==> config.mk <==
export PLATFORM = sky130hd
export DESIGN_NAME = fetch_control_flat
export DESIGN_NICKNAME = d
export VERILOG_FILES = /design/src/rtl/fetch_control_if.sv /design/src/rtl/fetch_control.sv /design/src/flat_wrapper.sv
export SDC_FILE = /design/constraint.sdc
export NUM_CORES = 1
export LEC_CHECK = 0
export ABC_AREA = 1
export CAP_MARGIN = 20
export CORE_MARGIN = 2
export CORE_UTILIZATION = 44
export DETAILED_ROUTE_END_ITERATION = 8
export GPL_ROUTABILITY_DRIVEN = 0
export PLACE_DENSITY = 0.86
export SKIP_LAST_GASP = 1
export SLEW_MARGIN = 20
export SYNTH_ARGS = -nofsm -noshare
export SYNTH_HDL_FRONTEND = slang
export SYNTH_SLANG_ARGS = --single-unit
==> constraint.sdc <==
create_clock -name clock -period 3.5 [get_ports clock]
set_input_delay 1.05 -clock clock [delete_from_list [all_inputs] [get_ports clock]]
set_output_delay 1.05 -clock clock [all_outputs]
set_load 0.05 [all_outputs]
==> src/rtl/fetch_control_if.sv <==
// Fetch-stage control bundle: EX/ID hazard/branch inputs in, PC/pipe-register controls out.
// Latency: none, wires only. Backpressure: stalls travel as pc_stop/if_id_write/ex_hold.
interface fetch_control_if #(
    parameter int ADDR_W = 16
);
    logic              ex_branch_taken;
    logic [ADDR_W-1:0] ex_branch_target;
    logic              ex_mc_start;
    logic              id_load_use;
    logic              id_halt;

    logic              pc_stop;
    logic              pc_mux;
    logic [ADDR_W-1:0] branch_location;
    logic              if_id_write;
    logic              if_id_flush;
    logic              id_ex_flush;
    logic              ex_hold;
    logic              halted;
    logic [15:0]       stall_cycles;
    logic [15:0]       redirect_count;

    modport master (
        input  ex_branch_taken, ex_branch_target, ex_mc_start, id_load_use, id_halt,
        output pc_stop, pc_mux, branch_location, if_id_write, if_id_flush,
               id_ex_flush, ex_hold, halted, stall_cycles, redirect_count
    );

    modport slave (
        output ex_branch_taken, ex_branch_target, ex_mc_start, id_load_use, id_halt,
        input  pc_stop, pc_mux, branch_location, if_id_write, if_id_flush,
               id_ex_flush, ex_hold, halted, stall_cycles, redirect_count
    );
endinterface

==> src/rtl/fetch_control.sv <==
// Pipeline-front controller: PC hold/redirect, IF/ID and ID/EX flush, multi-cycle and halt sequencing.
// Latency: outputs combinational from state + current inputs (zero-cycle branch redirect).
// Backpressure: stalls via pc_stop/if_id_write/ex_hold; FETCH_CTRL_PERF_EN adds perf counters.
module fetch_control #(
    parameter int ADDR_W       = 16,
    parameter int MC_CYCLES    = 4,
    parameter int DRAIN_CYCLES = 3
) (
    input  logic             clock,
    input  logic             reset,
    fetch_control_if.master  bus
);

    typedef enum logic [1:0] {
        S_RUN     = 2'd0,
        S_MC_WAIT = 2'd1,
        S_DRAIN   = 2'd2,
        S_HALTED  = 2'd3
    } state_t;

    state_t      state_q, state_d;
    logic [15:0] cnt_q, cnt_d;

    logic              pc_stop;
    logic              pc_mux;
    logic [ADDR_W-1:0] branch_location;
    logic              if_id_write;
    logic              if_id_flush;
    logic              id_ex_flush;
    logic              ex_hold;
    logic              halted;

    always_comb begin
        state_d         = state_q;
        cnt_d           = cnt_q;
        pc_stop         = 1'b0;
        pc_mux          = 1'b0;
        branch_location = '0;
        if_id_write     = 1'b1;
        if_id_flush     = 1'b0;
        id_ex_flush     = 1'b0;
        ex_hold         = 1'b0;
        halted          = 1'b0;

        case (state_q)
            S_RUN: begin
                // Branch wins: anything else visible this cycle is on the wrong path.
                if (bus.ex_branch_taken) begin
                    pc_mux          = 1'b1;
                    branch_location = bus.ex_branch_target;
                    if_id_flush     = 1'b1;
                    id_ex_flush     = 1'b1;
                end else if (bus.ex_mc_start) begin
                    pc_stop     = 1'b1;
                    if_id_write = 1'b0;
                    ex_hold     = 1'b1;
                    if (MC_CYCLES > 1) begin
                        state_d = S_MC_WAIT;
                        cnt_d   = 16'(MC_CYCLES - 1);
                    end
                end else if (bus.id_load_use) begin
                    pc_stop     = 1'b1;
                    if_id_write = 1'b0;
                    id_ex_flush = 1'b1;
                end else if (bus.id_halt) begin
                    pc_stop     = 1'b1;
                    if_id_flush = 1'b1;
                    state_d     = S_DRAIN;
                    cnt_d       = 16'(DRAIN_CYCLES);
                end
            end
            S_MC_WAIT: begin
                pc_stop     = 1'b1;
                if_id_write = 1'b0;
                ex_hold     = 1'b1;
                cnt_d       = cnt_q - 16'd1;
                if (cnt_q <= 16'd1) begin
                    state_d = S_RUN;
                end
            end
            S_DRAIN: begin
                pc_stop     = 1'b1;
                if_id_write = 1'b0;
                cnt_d       = cnt_q - 16'd1;
                if (cnt_q <= 16'd1) begin
                    state_d = S_HALTED;
                end
            end
            default: begin
                pc_stop     = 1'b1;
                if_id_write = 1'b0;
                halted      = 1'b1;
            end
        endcase

        // Reset silences every control, including the normally-high IF/ID enable.
        if (reset) begin
            state_d         = S_RUN;
            cnt_d           = '0;
            pc_stop         = 1'b0;
            pc_mux          = 1'b0;
            branch_location = '0;
            if_id_write     = 1'b0;
            if_id_flush     = 1'b0;
            id_ex_flush     = 1'b0;
            ex_hold         = 1'b0;
            halted          = 1'b0;
        end
    end

    always_ff @(posedge clock) begin
        if (reset) begin
            state_q <= S_RUN;
            cnt_q   <= '0;
        end else begin
            state_q <= state_d;
            cnt_q   <= cnt_d;
        end
    end

    assign bus.pc_stop         = pc_stop;
    assign bus.pc_mux          = pc_mux;
    assign bus.branch_location = branch_location;
    assign bus.if_id_write     = if_id_write;
    assign bus.if_id_flush     = if_id_flush;
    assign bus.id_ex_flush     = id_ex_flush;
    assign bus.ex_hold         = ex_hold;
    assign bus.halted          = halted;

`ifdef FETCH_CTRL_PERF_EN
    logic [15:0] stall_cycles_q, stall_cycles_d;
    logic [15:0] redirect_count_q, redirect_count_d;

    // Saturating counters; the permanent HALTED stall is not counted.
    always_comb begin
        stall_cycles_d   = stall_cycles_q;
        redirect_count_d = redirect_count_q;
        if (pc_stop && (state_q != S_HALTED) && (stall_cycles_q != 16'hFFFF)) begin
            stall_cycles_d = stall_cycles_q + 16'd1;
        end
        if (pc_mux && (redirect_count_q != 16'hFFFF)) begin
            redirect_count_d = redirect_count_q + 16'd1;
        end
    end

    always_ff @(posedge clock) begin
        if (reset) begin
            stall_cycles_q   <= '0;
            redirect_count_q <= '0;
        end else begin
            stall_cycles_q   <= stall_cycles_d;
            redirect_count_q <= redirect_count_d;
        end
    end

    assign bus.stall_cycles   = stall_cycles_q;
    assign bus.redirect_count = redirect_count_q;
`else
    assign bus.stall_cycles   = 16'd0;
    assign bus.redirect_count = 16'd0;
`endif

endmodule
==> src/flat_wrapper.sv <==
// flat-port wrapper written by rule: the top's interface ports become plain ports
module fetch_control_flat 
#(
    parameter int ADDR_W       = 16,
    parameter int MC_CYCLES    = 4,
    parameter int DRAIN_CYCLES = 3
)
  (clock, reset, bus_ex_branch_taken, bus_ex_branch_target, bus_ex_mc_start, bus_id_load_use, bus_id_halt, bus_pc_stop, bus_pc_mux, bus_branch_location, bus_if_id_write, bus_if_id_flush, bus_id_ex_flush, bus_ex_hold, bus_halted, bus_stall_cycles, bus_redirect_count);
  fetch_control_if #(.ADDR_W(ADDR_W)) bus_i ();
  input  logic clock;
  input  logic reset;
  input wire logic [$bits(bus_i.ex_branch_taken)-1:0] bus_ex_branch_taken;
  input wire logic [$bits(bus_i.ex_branch_target)-1:0] bus_ex_branch_target;
  input wire logic [$bits(bus_i.ex_mc_start)-1:0] bus_ex_mc_start;
  input wire logic [$bits(bus_i.id_load_use)-1:0] bus_id_load_use;
  input wire logic [$bits(bus_i.id_halt)-1:0] bus_id_halt;
  output wire logic [$bits(bus_i.pc_stop)-1:0] bus_pc_stop;
  output wire logic [$bits(bus_i.pc_mux)-1:0] bus_pc_mux;
  output wire logic [$bits(bus_i.branch_location)-1:0] bus_branch_location;
  output wire logic [$bits(bus_i.if_id_write)-1:0] bus_if_id_write;
  output wire logic [$bits(bus_i.if_id_flush)-1:0] bus_if_id_flush;
  output wire logic [$bits(bus_i.id_ex_flush)-1:0] bus_id_ex_flush;
  output wire logic [$bits(bus_i.ex_hold)-1:0] bus_ex_hold;
  output wire logic [$bits(bus_i.halted)-1:0] bus_halted;
  output wire logic [$bits(bus_i.stall_cycles)-1:0] bus_stall_cycles;
  output wire logic [$bits(bus_i.redirect_count)-1:0] bus_redirect_count;
  assign bus_i.ex_branch_taken = bus_ex_branch_taken;
  assign bus_i.ex_branch_target = bus_ex_branch_target;
  assign bus_i.ex_mc_start = bus_ex_mc_start;
  assign bus_i.id_load_use = bus_id_load_use;
  assign bus_i.id_halt = bus_id_halt;
  assign bus_pc_stop = bus_i.pc_stop;
  assign bus_pc_mux = bus_i.pc_mux;
  assign bus_branch_location = bus_i.branch_location;
  assign bus_if_id_write = bus_i.if_id_write;
  assign bus_if_id_flush = bus_i.if_id_flush;
  assign bus_id_ex_flush = bus_i.id_ex_flush;
  assign bus_ex_hold = bus_i.ex_hold;
  assign bus_halted = bus_i.halted;
  assign bus_stall_cycles = bus_i.stall_cycles;
  assign bus_redirect_count = bus_i.redirect_count;
  fetch_control #(.ADDR_W(ADDR_W), .MC_CYCLES(MC_CYCLES), .DRAIN_CYCLES(DRAIN_CYCLES)) u_core (.clock(clock), .reset(reset), .bus(bus_i));
endmodule
== After elaboration in Yosys (flattened, before gate mapping) ==
Cells that the tools add are included.
Cells by class
  muxes and demuxes: 45
  divide/modulo/power cells: 0
  shifts and indexed selects: 0
  add/sub/neg operators: 1
  reductions and logical operators: 7
  equal/unequal tests: 7
  bitwise logic cells: 0
  magnitude comparators: 1
  $mul: 0
Operators by type and width (number)
  16-bit 2-to-1 mux: 7
  16-bit one-hot mux with 2 select lines: 1
  1-bit 2-to-1 mux: 29
  16-bit by 1-bit less-or-equal comparator with 1-bit output, second input constant: 1
  16-bit by 1-bit subtractor with 16-bit output, second input constant: 1
  2-bit 2-to-1 mux: 6
  3-bit inequality test, second input constant: 2
  2-bit one-hot mux with 3 select lines: 1
  6-bit AND reduction: 1
  2-bit by 1-bit inequality test with 1-bit output, second input constant: 2
  4-bit AND reduction: 1
  3-bit nonzero test: 1
  3-bit OR reduction: 1
  2-bit by 1-bit equality test with 1-bit output, second input constant: 1
  2-bit equality test, second input constant: 1
  2-bit zero test: 1
  2-bit inequality test, second input constant: 1
  1-bit one-hot mux with 2 select lines: 1
  2-bit nonzero test: 1
  2-bit OR reduction: 1
Storage, ports and cells
  bits in read-only memories: 0
  memories kept: 0
  bits in latches: 0
  output and inout port bits: 55
  bits in writable memories: 0
  register bits: 18

== Longest topological paths before layout ==
Gate-level depths: netlist (run 1).
  word-level depth: 6
  depth in mapped cells: 11
  mapped depth without buffers: 11

== Worst setup path after synthesis (run 1) ==
Ideal clock, no wire load.
  path type: input to output
  from: in bus_ex_mc_start
  to: out bus_if_id_write
  data arrival time: 3.546 ns
  path slack: -1.096 ns
  data required time: 2.450 ns
  stages on the path: 3
  buffers on the path: 0
  cells stage by stage: inv_1 -> nor2_1 -> a2111oi_0
Between the ends
  cells in the longest elaborated chain, start to end: 4
RTL lines
  start: declaration: line flat_wrapper.sv:14  | input wire logic [$bits(bus_i.ex_mc_start)-1:0] bus_ex_mc_start;
  1-bit 2-to-1 mux: line fetch_control.sv:53  | end else if (bus.ex_mc_start) begin
  1-bit 2-to-1 mux: line fetch_control.sv:48  | if (bus.ex_branch_taken) begin
  1-bit 2-to-1 mux: line fetch_control.sv:45  | case (state_q)
  1-bit 2-to-1 mux: line fetch_control.sv:97  | if (reset) begin
  end: declaration: line flat_wrapper.sv:20  | output wire logic [$bits(bus_i.if_id_write)-1:0] bus_if_id_write;
No other way between the ends.

== Worst setup path in the final report (run 1) ==
  from: in bus_ex_branch_taken
  to: out bus_branch_location[1]
Between the ends
  cells in the longest elaborated chain, start to end: 3
RTL lines
  start: declaration: line flat_wrapper.sv:12  | input wire logic [$bits(bus_i.ex_branch_taken)-1:0] bus_ex_branch_taken;
  16-bit 2-to-1 mux: line fetch_control.sv:48
  16-bit 2-to-1 mux: line fetch_control.sv:45
  16-bit 2-to-1 mux: line fetch_control.sv:97
  end: declaration: line flat_wrapper.sv:19  | output wire logic [$bits(bus_i.branch_location)-1:0] bus_branch_location;
No other way between the ends.

==> metrics.md, run 1 <==
| Metric | Value |
|---|---|
| Status | finished clean |
| Main combinational cell family by area after synthesis | simple AND/OR/NAND/NOR gates |
| Sequential fraction of the synthesis area | 22.9% |
| Hold Path Sink | u_core.cnt_q[4] |
| Largest stage delay, worst path | 520 ps |
| Final Power | 1410 µW |
| Maximum level of the CTS H-tree | 1 |
| Die width | 63.8 µm |
| Routed wire per std cell | 10.5 µm |
| DRC errors left | 0 |
| Starting DRT DRC Count | 80 |
| Post-Syn Instances | 264 |
| R2R cell count | 9 |
| Fin. Hold Viols | 0 |
| # rows | 21 |
| Die Span Y | 63.8 µm |
| Crit path arrival time | 2370 ps |
| Most common cell after layout, fill and taps aside | nor2_1 |
| Leakage | 0.00115 µW |
| All-Layer GR Usage | 17.7% |
| FF-to-FF End | u_core.cnt_q[13] |
| Mapped Area | 0.00158 mm² |
| Compound-Gate Fraction of Synth Area | 6.99% |
| CP max stage cell | clkdlybuf4s50_1 |
| CTS root buffer | clkbuf_4 |
| Register-to-register setup slack | 1550 ps |
| Clk sink count | 18 |
| Setup Buffers After CTS | 0 |
| Fin worst setup slack | 78.4 ps |
| Final min period | 3420 ps |
| Die ar. | 0.00407 mm² |
| Avg Cell Area, Syn | 5.97 µm² |
| Setup violations, final | 0 |
| CP Data Required Time | 2450 ps |
| RSZ-0062 raised after global routing | yes |
| First-pass GRT wire length | 5820 µm |
| Most frequent cells in the layout | nor2_1, inv_1, nand2_1 |
| Crit path capture type | output port |
| CP max FO | 17 |
| CTS tree | done |
| Post-CTS Hold Fix Bufs | 0 |
| Bufs on Longest Clock Path | 2 |
| Antenna-violating nets left | 0 |
| Hold path depth | 2 |
| Initial Util | 46.5% |
| Total CTS buffers | 3 |
| Post-synthesis simple-gate area fraction | 36.7% |
| Power density over the cells | 622 mW/mm² |
| Synth warn | 0 |
| Hold crit path type | reg -> reg |
| Final #Nets | 341 |
| Post-Route WL | 3760 µm |
| Via density | 4.45 |
| Hold Path Origin | u_core.cnt_q[4] |
| Startpoint Class | input port |
| Clock latency on the worst-skew pair | 300 ps |
| Worst Setup Slack post-DPL | -16.8 ps |
| Worst r2r src | u_core.state_q[0] |
| IR drop worst, VDD | 398 µV |
| Post-synthesis mux area share | 0% |
| Reg clk slew, reported paths | 110 ps |
| Layout cells sized above 1 | 17.3% |
| #FFs+latches synth | 18 |
| Routed via count | 1,593 |
| Vias in the first global route | 1,369 |
| Synthesis-to-layout area growth | 43.6% |
| Layout filler cell count | 280 |
| Pre-antenna DRT Iters | 4 |
| Crit-path cells | clkdlybuf4s50_1 -> nand2_1 -> nor2_4 -> inv_4 -> nor2_1 -> buf_12 |
| CP Buf/Inv Count | 3 |
| Post-synth cell types | 25 |
| Post-DP HPWL | 3160 µm |
| Pin count of the biggest net entering global routing | 18 |
| IO Pins | 77 |
| Xor-xnor portion of the synthesized cell area | 0.556% |
| Max-slew violations | 0 |
| Max capacitance violation total | 0 |
| Inserted Diodes | 0 |
| Gr ovfl total | 0 |
| Total negative slack | 0 ps |
| Cell family with most CP delay | buffers and inverters |
| Core area | 0.00339 mm² |
| Antenna violations before repair | 0 |
| Ratio of final minimum period to clock period | 97.8% |
| Synthesized-area fraction occupied by adder cells | 4.77% |
| Kind of critical path | in -> out |
| Worst clock skew | 12.5 ps |
| IO Port Bufs | 44 |
| Final Util | 66.7% |
| Hold Slack | 526 ps |
| Fmax | 292 MHz |
## sequential cells by signal, summed over array words and instances (netlist names)
signal and flops:
u_core.cnt_q 16, u_core.state_q 2
## final cells by class
type / count / area, µm² / share of cell area (%)
clock buffer: 4 / 36.3 / 1.60
inverter: 49 / 186 / 8.24
multi-input combinational: 194 / 928 / 41.0
sequential: 18 / 360 / 15.9
tap: 46 / 57.6 / 2.54
timing repair buffer: 47 / 693 / 30.6
## power breakdown
part | switching, µW | internal, µW | leakage (µW) | total (µW)
Clock | 65.4 | 63.5 | 0.0000210 | 129
Combinational | 643 | 340 | 0.000982 | 983
Sequential | 41.2 | 254 | 0.000147 | 295
## worst max path at each step
stage                                    from                       to  slack [ps]  cells after the start
after global routing      bus_ex_branch_taken   bus_branch_location[0]         -20                      6
after CTS                 bus_ex_branch_taken   bus_branch_location[2]         -10                      6
final                     bus_ex_branch_taken   bus_branch_location[1]          80                      6
after detailed placement  bus_ex_branch_taken  bus_branch_location[12]         -20                      6
after global placement    bus_ex_branch_taken  bus_branch_location[14]          60                      6
after floorplan           bus_ex_branch_taken  bus_branch_location[10]        -170                      5
## per-layer routing
layer / part of all wire, % / vias up / global-route usage [%]
li1: - / 837 / -
met1: 43 / 689 / 21.0
met2: 49 / 62 / 30.9
met3: 7.3 / 5 / 4.23
met4: 1.1 / 0 / 6.52
met5: 0 / - / 0
## worst register-to-register path: cells and delay by family, from the launching register on
kind                       cells  cell delay, ps
and+or+nand+nor                4             420
buffers and inverters          2             240
adders and majority gates      1             360
AOI/OAI and AO/OA              2             450
DFF                            1             390
## Yosys cell counts, drive strengths merged
cell type  number  area share, %
nor2           65             16
inv            49             12
nand2          45             11
buf            33             16
dfxtp          18             23
nand3          13            4.1
nor3            9            3.5
a21oi           8            2.5
o21ai           7            2.9
ha              6            4.8
nand4           3            1.2
a211oi          2           0.95
a2111oi         1           0.56
clkbuf          1           0.24
conb            1           0.24
nor3b           1           0.48
or2             1           0.40
xor2            1           0.56
## logic make-up after synthesis
family	after synthesis
AND/OR/NAND/NOR	137
buffers and inverters	83
AO/OA/AOI/OAI	18
flip-flops	18
adder cells (fa/ha/maj)	6
XOR/XNOR	1
other	1
## per-stage QoR
step / cells / cell area (µm²)
4_1_cts: 358 / 2230
5_1_grt: 358 / 2260
3_5_place_dp: 354 / 2200
2_1_floorplan: 295 / 1700
6_report: 358 / 2260
3_3_place_gp: 354 / 2200
## what timing repair did
action,CTS,global route
gates cloned,0,0
endpoints found under the setup margin,3,17
resized for setup,1,11
endpoints found under the hold margin,0,0
No activity file was read; power rests on OpenSTA's default activity.
==> run 2, diff against run 1 <==
--- a/config.mk
+++ b/config.mk
@@ -9,6 +9,7 @@
 export CAP_MARGIN = 20
 export CORE_MARGIN = 2
 export CORE_UTILIZATION = 44
+export CTS_CLUSTER_SIZE = 8
 export DETAILED_ROUTE_END_ITERATION = 8
 export GPL_ROUTABILITY_DRIVEN = 0
 export PLACE_DENSITY = 0.86
==> results of run 2 <==
Same layout as run 1: the final DEF is identical, and so are final timing and power.
==> run 3, diff against run 2 <==
--- a/config.mk
+++ b/config.mk
@@ -6,7 +6,7 @@
 export NUM_CORES = 1
 export LEC_CHECK = 0
 export ABC_AREA = 1
-export CAP_MARGIN = 20
+export CAP_MARGIN = 40
 export CORE_MARGIN = 2
 export CORE_UTILIZATION = 44
 export CTS_CLUSTER_SIZE = 8
==> results of run 3 <==
Same layout as run 1: the final DEF is identical, and so are final timing and power.
